[config.mk]
export PLATFORM = sky130hd
export DESIGN_NAME = branch_resolve_unit
export DESIGN_NICKNAME = d
export VERILOG_FILES = /design/src/rtl/branch_resolve_unit.sv
export SDC_FILE = /design/constraint.sdc
export NUM_CORES = 1
export LEC_CHECK = 0
export BUFFER_PORTS_ARGS = -buffer_cell sky130_fd_sc_hd__clkbuf_2
export CAP_MARGIN = 15
export CORE_MARGIN = 3
export CORE_UTILIZATION = 35
export DETAILED_ROUTE_END_ITERATION = 7
export PLACE_DENSITY_LB_ADDON = 0.05
export SYNTH_ARGS = -nofsm -noshare
export SYNTH_HDL_FRONTEND = slang
export SYNTH_SLANG_ARGS = --single-unit
[constraint.sdc]
create_clock -name clk -period 3.09 [get_ports clk]
set_input_delay 0.927 -clock clk [delete_from_list [all_inputs] [get_ports clk]]
set_output_delay 0.927 -clock clk [all_outputs]
set_load 0.01 [all_outputs]
[src/rtl/branch_resolve_unit.sv]
// Resolves RV32I conditional branches (decode, compare, target) and trains a direct-mapped 2-bit BHT.
// Latency: one cycle from sampled inputs to registered result; BHT lookup is combinational.
// No backpressure: accepts one branch every cycle, never stalls.
module branch_resolve_unit #(
    parameter int         XLEN      = 32,
    parameter int         BHT_DEPTH = 16,
    parameter logic [1:0] BHT_INIT  = 2'b01,
    parameter int         CNT_W     = 32
) (
    input  logic             clk,
    input  logic             rst_n,
    input  logic             valid_i,
    input  logic [31:0]      insn,
    input  logic [XLEN-1:0]  pc,
    input  logic [XLEN-1:0]  rs1_val,
    input  logic [XLEN-1:0]  rs2_val,
    input  logic             pred_taken_i,
    input  logic [XLEN-1:0]  lookup_pc,
    output logic             lookup_taken,
    output logic             resolved_valid,
    output logic             pc_alu_sel,
    output logic [XLEN-1:0]  target,
    output logic             mispredict,
    output logic             illegal,
    output logic [CNT_W-1:0] branch_cnt,
    output logic [CNT_W-1:0] mispred_cnt
);

    localparam int IDX = $clog2(BHT_DEPTH);

    logic [1:0]      bht [BHT_DEPTH];

    logic [6:0]      opcode;
    logic [2:0]      funct3;
    logic            legal;
    logic            taken;
    logic            rs_eq;
    logic            rs_lt;
    logic            rs_ltu;
    logic [12:0]     imm13;
    logic [XLEN-1:0] imm;
    logic [XLEN-1:0] tgt_next;
    logic            mis_next;
    logic            do_update;
    logic [IDX-1:0]  upd_idx;
    logic [IDX-1:0]  lk_idx;
    logic [1:0]      ctr_cur;
    logic            unused_bits;

    assign opcode  = insn[6:0];
    assign funct3  = insn[14:12];
    assign legal   = (opcode == 7'b1100011) && (funct3 != 3'b010) && (funct3 != 3'b011);

    assign rs_eq   = (rs1_val == rs2_val);
    assign rs_lt   = ($signed(rs1_val) < $signed(rs2_val));
    assign rs_ltu  = (rs1_val < rs2_val);

    // B-type immediate; bit 0 is always zero so the offset stays halfword aligned
    assign imm13    = {insn[31], insn[7], insn[30:25], insn[11:8], 1'b0};
    assign imm      = {{(XLEN-12){imm13[12]}}, imm13[11:0]};
    assign tgt_next = pc + imm;

    assign mis_next  = taken != pred_taken_i;
    assign do_update = valid_i && legal;

    assign upd_idx = pc[IDX+1:2];
    assign lk_idx  = lookup_pc[IDX+1:2];
    assign ctr_cur = bht[upd_idx];

    // No bypass: fetch sees the stored counter, so a same-cycle update shows up one cycle later
    assign lookup_taken = bht[lk_idx][1];

    // Operand fields and PC bits outside the index slice are intentionally ignored here
    assign unused_bits = ^{insn, lookup_pc};

    // Branch condition selected by funct3; illegal funct3 values never count as taken
    always_comb begin
        taken = 1'b0;
        case (funct3)
            3'b000:  taken = rs_eq;
            3'b001:  taken = !rs_eq;
            3'b100:  taken = rs_lt;
            3'b101:  taken = !rs_lt;
            3'b110:  taken = rs_ltu;
            3'b111:  taken = !rs_ltu;
            default: taken = 1'b0;
        endcase
    end

    // BHT training: saturating 2-bit counter per entry, only on legal valid branches
    always_ff @(posedge clk or negedge rst_n) begin
        if (!rst_n) begin
            for (int i = 0; i < BHT_DEPTH; i++) begin
                bht[i] <= BHT_INIT;
            end
        end else if (do_update) begin
            if (taken) begin
                if (ctr_cur != 2'b11) begin
                    bht[upd_idx] <= ctr_cur + 2'd1;
                end
            end else begin
                if (ctr_cur != 2'b00) begin
                    bht[upd_idx] <= ctr_cur - 2'd1;
                end
            end
        end
    end

    // Statistics counters stick at all-ones instead of wrapping
    always_ff @(posedge clk or negedge rst_n) begin
        if (!rst_n) begin
            branch_cnt  <= '0;
            mispred_cnt <= '0;
        end else if (do_update) begin
            if (branch_cnt != {CNT_W{1'b1}}) begin
                branch_cnt <= branch_cnt + CNT_W'(1);
            end
            if (mis_next && (mispred_cnt != {CNT_W{1'b1}})) begin
                mispred_cnt <= mispred_cnt + CNT_W'(1);
            end
        end
    end

    // Registered resolution result; target holds across idle cycles, clears on illegal
    always_ff @(posedge clk or negedge rst_n) begin
        if (!rst_n) begin
            resolved_valid <= 1'b0;
            pc_alu_sel     <= 1'b0;
            mispredict     <= 1'b0;
            illegal        <= 1'b0;
            target         <= '0;
        end else if (!valid_i) begin
            resolved_valid <= 1'b0;
            pc_alu_sel     <= 1'b0;
            mispredict     <= 1'b0;
            illegal        <= 1'b0;
        end else if (!legal) begin
            resolved_valid <= 1'b1;
            pc_alu_sel     <= 1'b0;
            mispredict     <= 1'b0;
            illegal        <= 1'b1;
            target         <= '0;
        end else begin
            resolved_valid <= 1'b1;
            pc_alu_sel     <= taken;
            mispredict     <= mis_next;
            illegal        <= 1'b0;
            target         <= tgt_next;
        end
    end

endmodule

Yosys cells after proc, flatten, opt, wreduce, memory -nomap -nowiden
Cells that the tools add are included.
- input bits: 164
- output and inout port bits: 101
- bits in registers: 132
- logic and storage cells: 85
- muxes and demuxes: 22
- reduce and logical (&&, ||, !) cells: 14
- equal/unequal tests: 14
- add/subtract/negate cells: 5
- bitwise gates (word level): 2
- $lt $le $gt $ge: 5
- operators by type and width (kind ; number):
    two-way mux 32 bit ; 4
    adder 32 x 1 -> 32 bit (second input constant) ; 2
    bitwise mux 32 bit ; 2
    less-than comparator 32 bit ; 2
    != test 32 bit (second input constant) ; 2
    adder 32 bit ; 1
    == test 32 bit ; 1
    binary-select mux 2 bit (select 4 bit) ; 2
    == test 3 bit (second input constant) ; 4
    >= comparator 5 bit (second input constant) ; 2
    two-way mux 2 bit ; 5
    inverter 4 -> 5 bit ; 2
    demux 2 bit (select 4 bit) ; 1
    == test 7 bit (second input constant) ; 1
    two-way mux 1 bit ; 7
    != test 3 x 2 -> 1 bit (second input constant) ; 2
    one-hot mux 1 bit (6 select lines) ; 1
    logical AND 1 bit ; 5
    less-than comparator 5 x 1 -> 1 bit (second input constant) ; 1
    AND reduction 2 bit ; 2
    nonzero test 2 bit ; 2
    == test 3 x 1 -> 1 bit (second input constant) ; 1
    logical NOT 1 bit ; 3
    logical NOT 3 bit ; 1
    6 further kinds ; 6

Logic depth before layout (Yosys ltp)
Gate-level depths: netlist of run 1.
- depth in word-level cells: 8
- gate-level depth with buffers: 13
- depth with buffers taken out: 11

Worst setup path before layout of run 1
Ideal clock, no wire load.
- path kind: input to register
- from: input pc[2]
- to: register bht[11] in the netlist's numbering
- buffers on the path: 2
- cell stages on the path: 9
- library setup time: 0.125 ns
- arrival time: 3.772 ns
- required time: 2.965 ns
- setup slack: -0.807 ns
- cells stage by stage: clkbuf_1 clkbuf_1 mux4_2 mux4_2 ha_1 nor4b_1 mux2i_1 nor2_1 mux2_2
- longest elaborated chain between the ends: 8
- elaborated cells between the ends (all ways): 21
- classes of those cells: add/sub (2); order compare (2); eq/ne (2); mux (10); bitwise (1); reduce/logical (4)
- ends and longest elaborated chain (item ; line ; source):
    start: declaration ; 14 ; input logic [XLEN-1:0] pc,
    inverter 4 -> 5 bit (implied by the code) * ; 68, 99, 103 ;
    binary-select mux 2 bit (select 4 bit), or another cell as far along ; 68 ; assign ctr_cur = bht[upd_idx];
    two-way mux 2 bit (implied by the code) / logical AND 1 bit (equally long branches) ; 68, 99, 103 ;
    two-way mux 2 bit, on equally long branches ; 68, 99, 103 ;
    subtractor 2 x 1 -> 2 bit, or another cell as far along ; 103 ; bht[upd_idx] <= ctr_cur - 2'd1;
    bitwise mux 32 bit, on equally long branches ; 103, 99 ;
    two-way mux 32 bit, on equally long branches ; 102, 98 ;
    two-way mux 32 bit ; 97 ; if (taken) begin
    end signal: indexed assignment ; 99 ; bht[upd_idx] <= ctr_cur + 2'd1;
    end signal: indexed assignment ; 103 ;
    end: declaration ; 31 ; logic [1:0] bht [BHT_DEPTH];
Every way passes the cells marked *; elsewhere a longest branch is shown, timed or not. The select of a mux whose other input is x is not followed.
A chain may end at the register's enable or synchronous reset.

Worst setup path after layout of run 1
- from: input rs1_val[11]
- to: register bht[21] in the netlist's numbering
- longest elaborated chain between the ends: 5
- elaborated cells between the ends (all ways): 11
- classes of those cells: order compare (2); eq/ne (2); mux (2); reduce/logical (5)
- ends and longest elaborated chain (item ; line ; source):
    start: declaration ; 15 ; input logic [XLEN-1:0] rs1_val,
    less-than comparator 32 bit, or another cell as far along ; 56 ; assign rs_ltu = (rs1_val < rs2_val);
    logical NOT 1 bit, on equally long branches ; 85, 81, 83 ;
    one-hot mux 1 bit (6 select lines) * ; 79 ; case (funct3)
    != test 2 x 1 -> 1 bit (no source line) / nonzero test 2 bit (equally long branches) ; n/a ;
    AND reduction 3 bit (no source line) ; n/a ;
Every way passes the cells marked *; elsewhere a longest branch is shown, timed or not.

==> qor.txt, run 1 <==
=====================================================================================================
Hold Crit Class                                                                          primary input to async pin
Largest family of logic cells by synthesized area                                        simple AND/OR/NAND/NOR gates
Die area                                                                                 0.02584 sq mm
Basic-gate share of the synthesized area counting and, or, nand and nor cells                  15.90%
Number of DRC markers in iteration 0                                                              251
Die extent in x                                                                              160.7 um
Violations in the final reports                                                          negative setup slack
Overall fraction of global-route tracks in use                                                 18.25%
#FFs+latches synth                                                                                132
Fraction of synthesized area in multiplexers                                                   9.630%
Wire length of the first global-routing pass                                                 38430 um
Worst-Skew Late Latency                                                                       0.43 ns
Area of the mapped netlist                                                               0.008381 sq mm
Final setup violation count                                                                        65
Port Buf Inserts                                                                                  226
Final Hold Vio Count                                                                                0
Startpoint of the most critical register-to-register path                                bht[1]$_DFFE_PN0P_
N_diodes                                                                                            0
Capturing element type of the critical path                                                      flop
CTS root buffer                                                                             clkbuf_16
VDD IR max                                                                                0.0002991 V
Predominant post-synthesis flop cell                                                          dfrtp_1
Number of placed I/O pins                                                                         265
Routability-driven placement congestion ratio                                                  0.8468
Number of maximum-capacitance violations                                                            0
Top cell types by occurrence after synthesis                                             dfrtp_1 (116), ha_1 (66), xnor2_1 (66)
Sum of overflow across all layers after global routing                                              0
Depth of the worst register-to-register path                                                        8
Post-placement setup slack                                                                 -0.8296 ns
Number of buffers inserted during clock tree synthesis                                             17
Syn Inst Count                                                                                    808
Area share of the largest cell type after synthesis                                            34.64%
HPWL Detailed                                                                                17870 um
PnR worst setup slack                                                                      -0.2268 ns
Total number of placement rows                                                                     55
Achievable Freq                                                                            0.3015 GHz
Final critical path time including I/O delays and setup                                      3.317 ns
Synthesized area per cell                                                                 10.37 sq um
Clock Tree Buf Depth                                                                                2
Final Max Slew Viols                                                                                0
Critical Setup Path Class                                                                primary input to flop
Net total in the final layout                                                                    1380
Initial antenna violation count                                                                     0
TritonCTS clock tree                                                                            built
Leakage power total                                                                          6.178 nW
Largest area contributor in the netlist                                                       dfrtp_1
Mapped Nets                                                                                      1039
Number of detailed-routing iterations run before antenna repair                                     4
Area of the placeable core                                                               0.02305 sq mm
Total length of routed wires                                                                 23720 um
Top cells by area in the synthesized netlist                                             dfrtp_1 (35%), ha_1 (9.9%), xnor2_1 (6.9%), dfstp_2 (5.0%), mux4_2 (3.8%)
Leading cell type by number of instances after synthesis                                      dfrtp_1
Relative slew margins                                                                          62.96%
Clock-pin slew on the worst setup and hold paths                                              0.07 ns
Worst-path maximum fanout                                                                           7
Hold buffer count at cts                                                                            0
Minimum setup slack among reg-to-reg paths                                                    0.25 ns
Worst clock skew                                                                           0.01280 ns
Total clock sinks                                                                                 132
Maximum number of pins on one net before global-route repair                                       54
Outcome                                                                                  complete, but fails checks
Overall power                                                                                4.827 mW
Floorplan die height                                                                         160.7 um
Count of nets left with antenna violations after detail routing                                     0
Vias/cell                                                                                       4.922
Synth Area in Compound Gates                                                                   11.65%
R2r endpoint                                                                             bht[27]$_DFFE_PN0P_
Distinct cell type count after synthesis                                                           72
# H-tree levels                                                                                     4
RSZ-0062 raised after global routing                                                             true
Fillers                                                                                          2103
Number of flops mapped to enable cells by yosys                                                     0
Power density cells                                                                      386.7 mW/mm^2
Share of cells above drive strength 1                                                          49.05%
Warnings, synthesis                                                                                 0
XOR/XNOR share of the synthesized area                                                         9.495%
Part of the Yosys area used for sequential elements                                            39.65%
Post-synthesis async set-or-reset flop share                                                   100.0%
Worst-Margin Slew                                                                           0.5479 ns
Crit start category                                                                      primary input
Required time at the endpoint of the critical path                                            3.40 ns
Area added between synthesis and finish                                                        48.94%
Residual DRC                                                                                        0
Via count                                                                                        7260
Number of global-route vias before repair                                                        7431
Post-synthesis share of cell area spent on full adders, half adders and majority gates         10.09%
Wire length per cell                                                                         16.08 um
Initial standard-cell utilization of the core                                                  36.35%
Share of the clock period used by the worst path                                               107.3%
Data arrival, critical path                                                                   3.62 ns
=====================================================================================================
==> final cells by class <==
cell class / instances / area [sq um] / area share (%)
clock buffers: 17 / 425.4 / 3.408
repair buffers: 343 / 2278 / 18.25
inverters: 53 / 209.0 / 1.674
well taps: 313 / 391.6 / 3.138
clock inverters: 15 / 207.7 / 1.664
flip-flops and latches: 132 / 3323 / 26.62
multi-input cells: 602 / 5647 / 45.24
==> where the power goes <==
part           switching, mW  total (mW)  internal, mW
Combinational          0.440       0.900         0.461
Sequential           0.00765        1.75          1.74
Clock                  0.934        2.18          1.25
==> per-layer routing <==
layer	vias to the layer above	global-route usage, %	share of wire, %
met4	0	5.201	1.7
met1	3448	24.23	46
met2	167	29.94	47
met5	-	0	0
met3	24	4.178	5.3
li1	3621	-	-
==> worst max-delay path: stages <==
cell,delay (ns)
clkbuf_2,0.10
ha_4,0.24
a21oi_2,0.13
o21a_1,0.13
nor2_1,0.04
o31a_1,0.30
or4_4,0.55
a31oi_4,0.23
buf_12,0.17
mux2_4,0.38
nand3b_4,0.12
mux2_4,0.30
==> cell families after synthesis <==
family | Yosys count
compound gates | 140
buf+inv | 75
simple gates | 247
xor+xnor | 90
mux | 57
fa+ha+maj | 67
flops | 132
==> worst max-delay path by stage <==
stage | startpoint | endpoint | slack (ns) | depth (start not counted)
detailed placement | rs2_val[19] | bht[3]$_DFFE_PN0P_ | -0.83 | 13
finish | rs1_val[11] | bht[21]$_DFFE_PN0P_ | -0.23 | 12
global route | rs2_val[30] | mispred_cnt[5]$_DFFE_PN0P_ | -0.31 | 15
global placement | rs2_val[19] | bht[3]$_DFFE_PN0P_ | -0.80 | 13
CTS | rs2_val[20] | mispred_cnt[5]$_DFFE_PN0P_ | -0.12 | 15
floorplan | pc[2] | bht[27]$_DFFE_PN0P_ | -0.36 | 11
==> per-stage QoR <==
stage | cells | util (%) | hold slack, ns | TNS (ns) | instance area [sq um]
final | 1475 | 54.14 | 0.4743 | -10.95 | 12480
after global routing | 1475 | 54.14 | 0.4972 | -15.87 | 12480
after CTS | 1471 | 52.34 | 0.4812 | -4.088 | 12070
after detailed placement | 1435 | 48.20 | 0.4739 | -49.24 | 11110
after global placement | 1435 | 48.20 | 0.4699 | -46.87 | 11110
after floorplan | 808 | - | 0.4923 | -12.69 | 8841
==> timing repair <==
action | in CTS | in global routing
endpoints found under the setup margin | 65 | 75
setup buffers | 4 | 3
gates resized for setup | 51 | 70
cloned | 0 | 2
pin swaps | 23 | 19
==> placed cells by master (no fill, tap or decap), types with 7 or more instances in the layout <==
cell       instances
clkbuf_2         205
dfrtp_1          116
buf_4            106
xnor2_1           53
ha_1              47
nand2_1           45
a21oi_1           35
inv_1             34
nor2_1            34
mux2_4            24
a22o_1            24
nand3_1           23
xor2_1            23
nand4_1           22
ha_4              19
clkbuf_16         19
buf_6             19
and3_1            18
dfstp_2           16
inv_2             15
nor3_1            15
nand3_2           15
mux4_2            14
mux2_2            14
a21o_1            14
o21ai_0           13
xnor2_2           13
nand2b_1           9
buf_12             9
nor2_4             8
and4_1             7
No activity file was read; power rests on OpenSTA's default activity.
==> inputs of run 2 (changes only) <==
- ABC_AREA: default -> 1
- SKIP_LAST_GASP: default -> 1
==> qor.txt, run 2 <==
=====================================================================================================
Outcome                                                                                  complete, no violations
Net total in the final layout                                                                    1865   +35%
Predominant post-synthesis flop cell                                                          dfrtp_1
Via count                                                                                        9808   +35%
Floorplan die height                                                                         173.2 um   +7.8%
Required time at the endpoint of the critical path                                            3.40 ns   about the same
Fillers                                                                                          2933   +39%
Share of the clock period used by the worst path                                               92.07%   -15 points
Vias/cell                                                                                       4.858   -1.3%
Share of cells above drive strength 1                                                          23.62%   -25 points
Number of DRC markers in iteration 0                                                              407   +62%
RSZ-0062 raised after global routing                                                            false
Crit path cell chain                                                                     clkbuf_2, ha_1, fa_1, nand3_1, nand3_1, nand2_1, nand2_1, inv_1, o21ai_0, nand3_1, nand3_1, nand2_1, nand2_1, nand2_1, nand2_1, or2_2, nand3_1, nand2_1
Worst clock skew                                                                           0.01548 ns   +0.002672 ns
Post-synthesis share of cell area spent on full adders, half adders and majority gates         8.642%   -1.5 points
Final Hold Vio Count                                                                                0   unchanged
Power density cells                                                                      379.5 mW/mm^2   -1.9%
Overall power                                                                                4.730 mW   -2.0%
Area of the placeable core                                                               0.02725 sq mm   +18%
Sum of overflow across all layers after global routing                                              0   unchanged
Number of detailed-routing iterations run before antenna repair                                     5   +1
Most common cell after layout, fill and taps aside                                            nand2_1
Area taken by multi-input logic gates                                                    0.005719 sq mm   +1.3%
VDD IR max                                                                                0.0002366 V   -21%
Commonest non-fill, non-tap cells in the layout                                          nand2_1 (379), clkbuf_2 (225), inv_1 (148)
Worst-path maximum fanout                                                                           4   -3
Number of maximum-capacitance violations                                                            0   unchanged
Library cell appearing most often on the critical path                                        nand2_1
Count of cells resized by post-cts repair                                                           0   -100%
Hold Crit Class                                                                          flop to flop
Number of flops mapped to enable cells by yosys                                                     0   unchanged
Largest area contributor in the netlist                                                       dfrtp_1
Worst-Skew Late Latency                                                                       0.43 ns   about the same
Relative slew margins                                                                          53.36%   -9.6 points
Initial antenna violation count                                                                     0   unchanged
Largest family of logic cells by synthesized area                                        simple AND/OR/NAND/NOR gates
# H-tree levels                                                                                     4   unchanged
#FFs+latches synth                                                                                132   unchanged
Total length of routed wires                                                                 29340 um   +24%
Warnings, synthesis                                                                                 0   unchanged
Count of nets left with antenna violations after detail routing                                     0   unchanged
Port Buf Inserts                                                                                  226   unchanged
Hold buffer count at cts                                                                            0   unchanged
Worst-Margin Slew                                                                           0.6909 ns   +0.1430 ns
Max incr delay on CP                                                                          0.41 ns   -0.14 ns
TritonCTS clock tree                                                                            built
Clock-pin slew on the worst setup and hold paths                                              0.06 ns   about the same
Basic-gate share of the synthesized area counting and, or, nand and nor cells                  33.30%   +17 points
Buffers inserted by post-CTS timing repair                                                          0   -4
Number of global-route vias before repair                                                        9595   +29%
Library cell contributing the largest single delay on the critical path                          fa_1
Post-synthesis async set-or-reset flop share                                                   100.0%   unchanged
Maximum number of pins on one net before global-route repair                                       55   +1.9%
Top cells by area in the synthesized netlist                                             dfrtp_1 (30%), nand2_1 (15%), ha_1 (8.4%), inv_1 (5.7%), nor2_1 (4.5%)
Final setup violation count                                                                         0   -100%
Area added between synthesis and finish                                                        27.35%
HPWL Detailed                                                                                22620 um   +27%
Synth Area in Compound Gates                                                                   10.41%   -1.2 points
Final critical path time including I/O delays and setup                                      2.845 ns   -0.4717 ns
Leakage power total                                                                          6.532 nW   +5.7%
Syn Inst Count                                                                                   1352   +67%
N_diodes                                                                                            0   unchanged
Wire length per cell                                                                         14.53 um   -9.7%
Total number of placement rows                                                                     60   +9.1%
Overall fraction of global-route tracks in use                                                 19.60%   +1.3 points
Wire length of the first global-routing pass                                                 48800 um   +27%
Data arrival, critical path                                                                   3.15 ns   -0.47 ns
Total clock sinks                                                                                 132   unchanged
Final Max Slew Viols                                                                                0   unchanged
Die extent in x                                                                              173.2 um   +7.8%
Distinct cell type count after synthesis                                                           52   -28%
Routability-driven placement congestion ratio                                                  0.8912   +5.2%
Area share of the largest cell type after synthesis                                            29.66%   -5.0 points
Clock Tree Buf Depth                                                                                2   unchanged
Synthesized area per cell                                                                 7.239 sq um   -30%
Number of buffers inserted during clock tree synthesis                                             17   unchanged
Capturing element type of the critical path                                                      flop
XOR/XNOR share of the synthesized area                                                         6.085%   -3.4 points
CTS root buffer                                                                             clkbuf_16
Die area                                                                                 0.03001 sq mm   +16%
Number of placed I/O pins                                                                         265   unchanged
Crit start category                                                                      primary input
Residual DRC                                                                                        0   unchanged
Fraction of synthesized area in multiplexers                                                       0%   -9.6 points
Achievable Freq                                                                            0.3515 GHz   +17%
Mapped Nets                                                                                      1583   +52%
Fin Hold WS                                                                                 0.4670 ns   -0.007264 ns
Part of the Yosys area used for sequential elements                                            33.96%   -5.7 points
Area of the mapped netlist                                                               0.009787 sq mm   +17%
Top cell types by occurrence after synthesis                                             nand2_1 (379), inv_1 (148), nor2_1 (118)
Leading cell type by number of instances after synthesis                                      nand2_1
Critical Setup Path Class                                                                primary input to flop
Sequential cell area                                                                     0.003323 sq mm   unchanged
Initial standard-cell utilization of the core                                                  35.91%   -0.44 points
=====================================================================================================
## run 2: critical path: cells and delay by family
kind,cells,cell delay (ns)
buffers and inverters,2,0.16
adders and majority gates,2,0.64
AOI/OAI and AO/OA,1,0.19
and+or+nand+nor,13,1.23
## run 2: path summary, 6_finish.rpt
path | to | depth (start not counted) | slack [ns] | startpoint
setup / recovery | target[31]$_DFFE_PN0P_ | 18 | 0.24 | insn[8]
hold / removal | flop | 2 | 0.47 | flop
setup reg to reg | mispred_cnt[11]$_DFFE_PN0P_ | 9 | 0.42 | mispred_cnt[0]$_DFFE_PN0P_
hold reg to reg | flop | 2 | 0.47 | flop
max in group asynchronous | async pin | 2 | 1.92 | rst_n
min in group asynchronous | target[2]$_DFFE_PN0P_ | 1 | 0.49 | rst_n
## run 2: stage by stage
stage,area [sq um],setup WS [ns],util (%),cells,setup TNS [ns]
floorplan,9787,0.07357,-,1352,0
global placement,11870,-0.1336,43.54,1987,-1.062
detailed placement,11870,-0.1720,43.54,1987,-3.918
CTS,12460,0.2663,45.73,2019,0
global route,12460,0.03639,45.73,2019,0
finish,12460,0.2449,45.73,2019,0
## run 2: logic make-up after synthesis
group | after synthesis
adders and majority gates | 67
xor gates and xnor gates | 68
DFF | 132
buffers and inverters | 185
and+or+nand+nor | 720
AOI/OAI and AO/OA | 180
## run 2: layer usage
metal / global-route usage (%) / vias to the layer above / part of all wire (%)
met5: 0 / - / 0
met4: 3.953 / 0 / 0.75
met3: 3.351 / 16 / 3.0
met2: 33.01 / 161 / 48
met1: 26.62 / 4571 / 49
li1: - / 5060 / -
## run 2: area by class of cell
type	instances	share of cell area (%)
multi-input cells	1035	45.89
flip-flops and latches	132	26.66
repair buffers	296	14.35
inverters	152	4.578
well taps	372	3.735
clock buffers	18	3.524
clock inverters	14	1.265
## run 2: where the power goes
| part | total, mW | switching, mW | internal (mW) |
|---|---|---|---|
| Combinational | 0.883 | 0.520 | 0.363 |
| Clock | 2.09 | 0.914 | 1.17 |
| Sequential | 1.76 | 0.0145 | 1.75 |
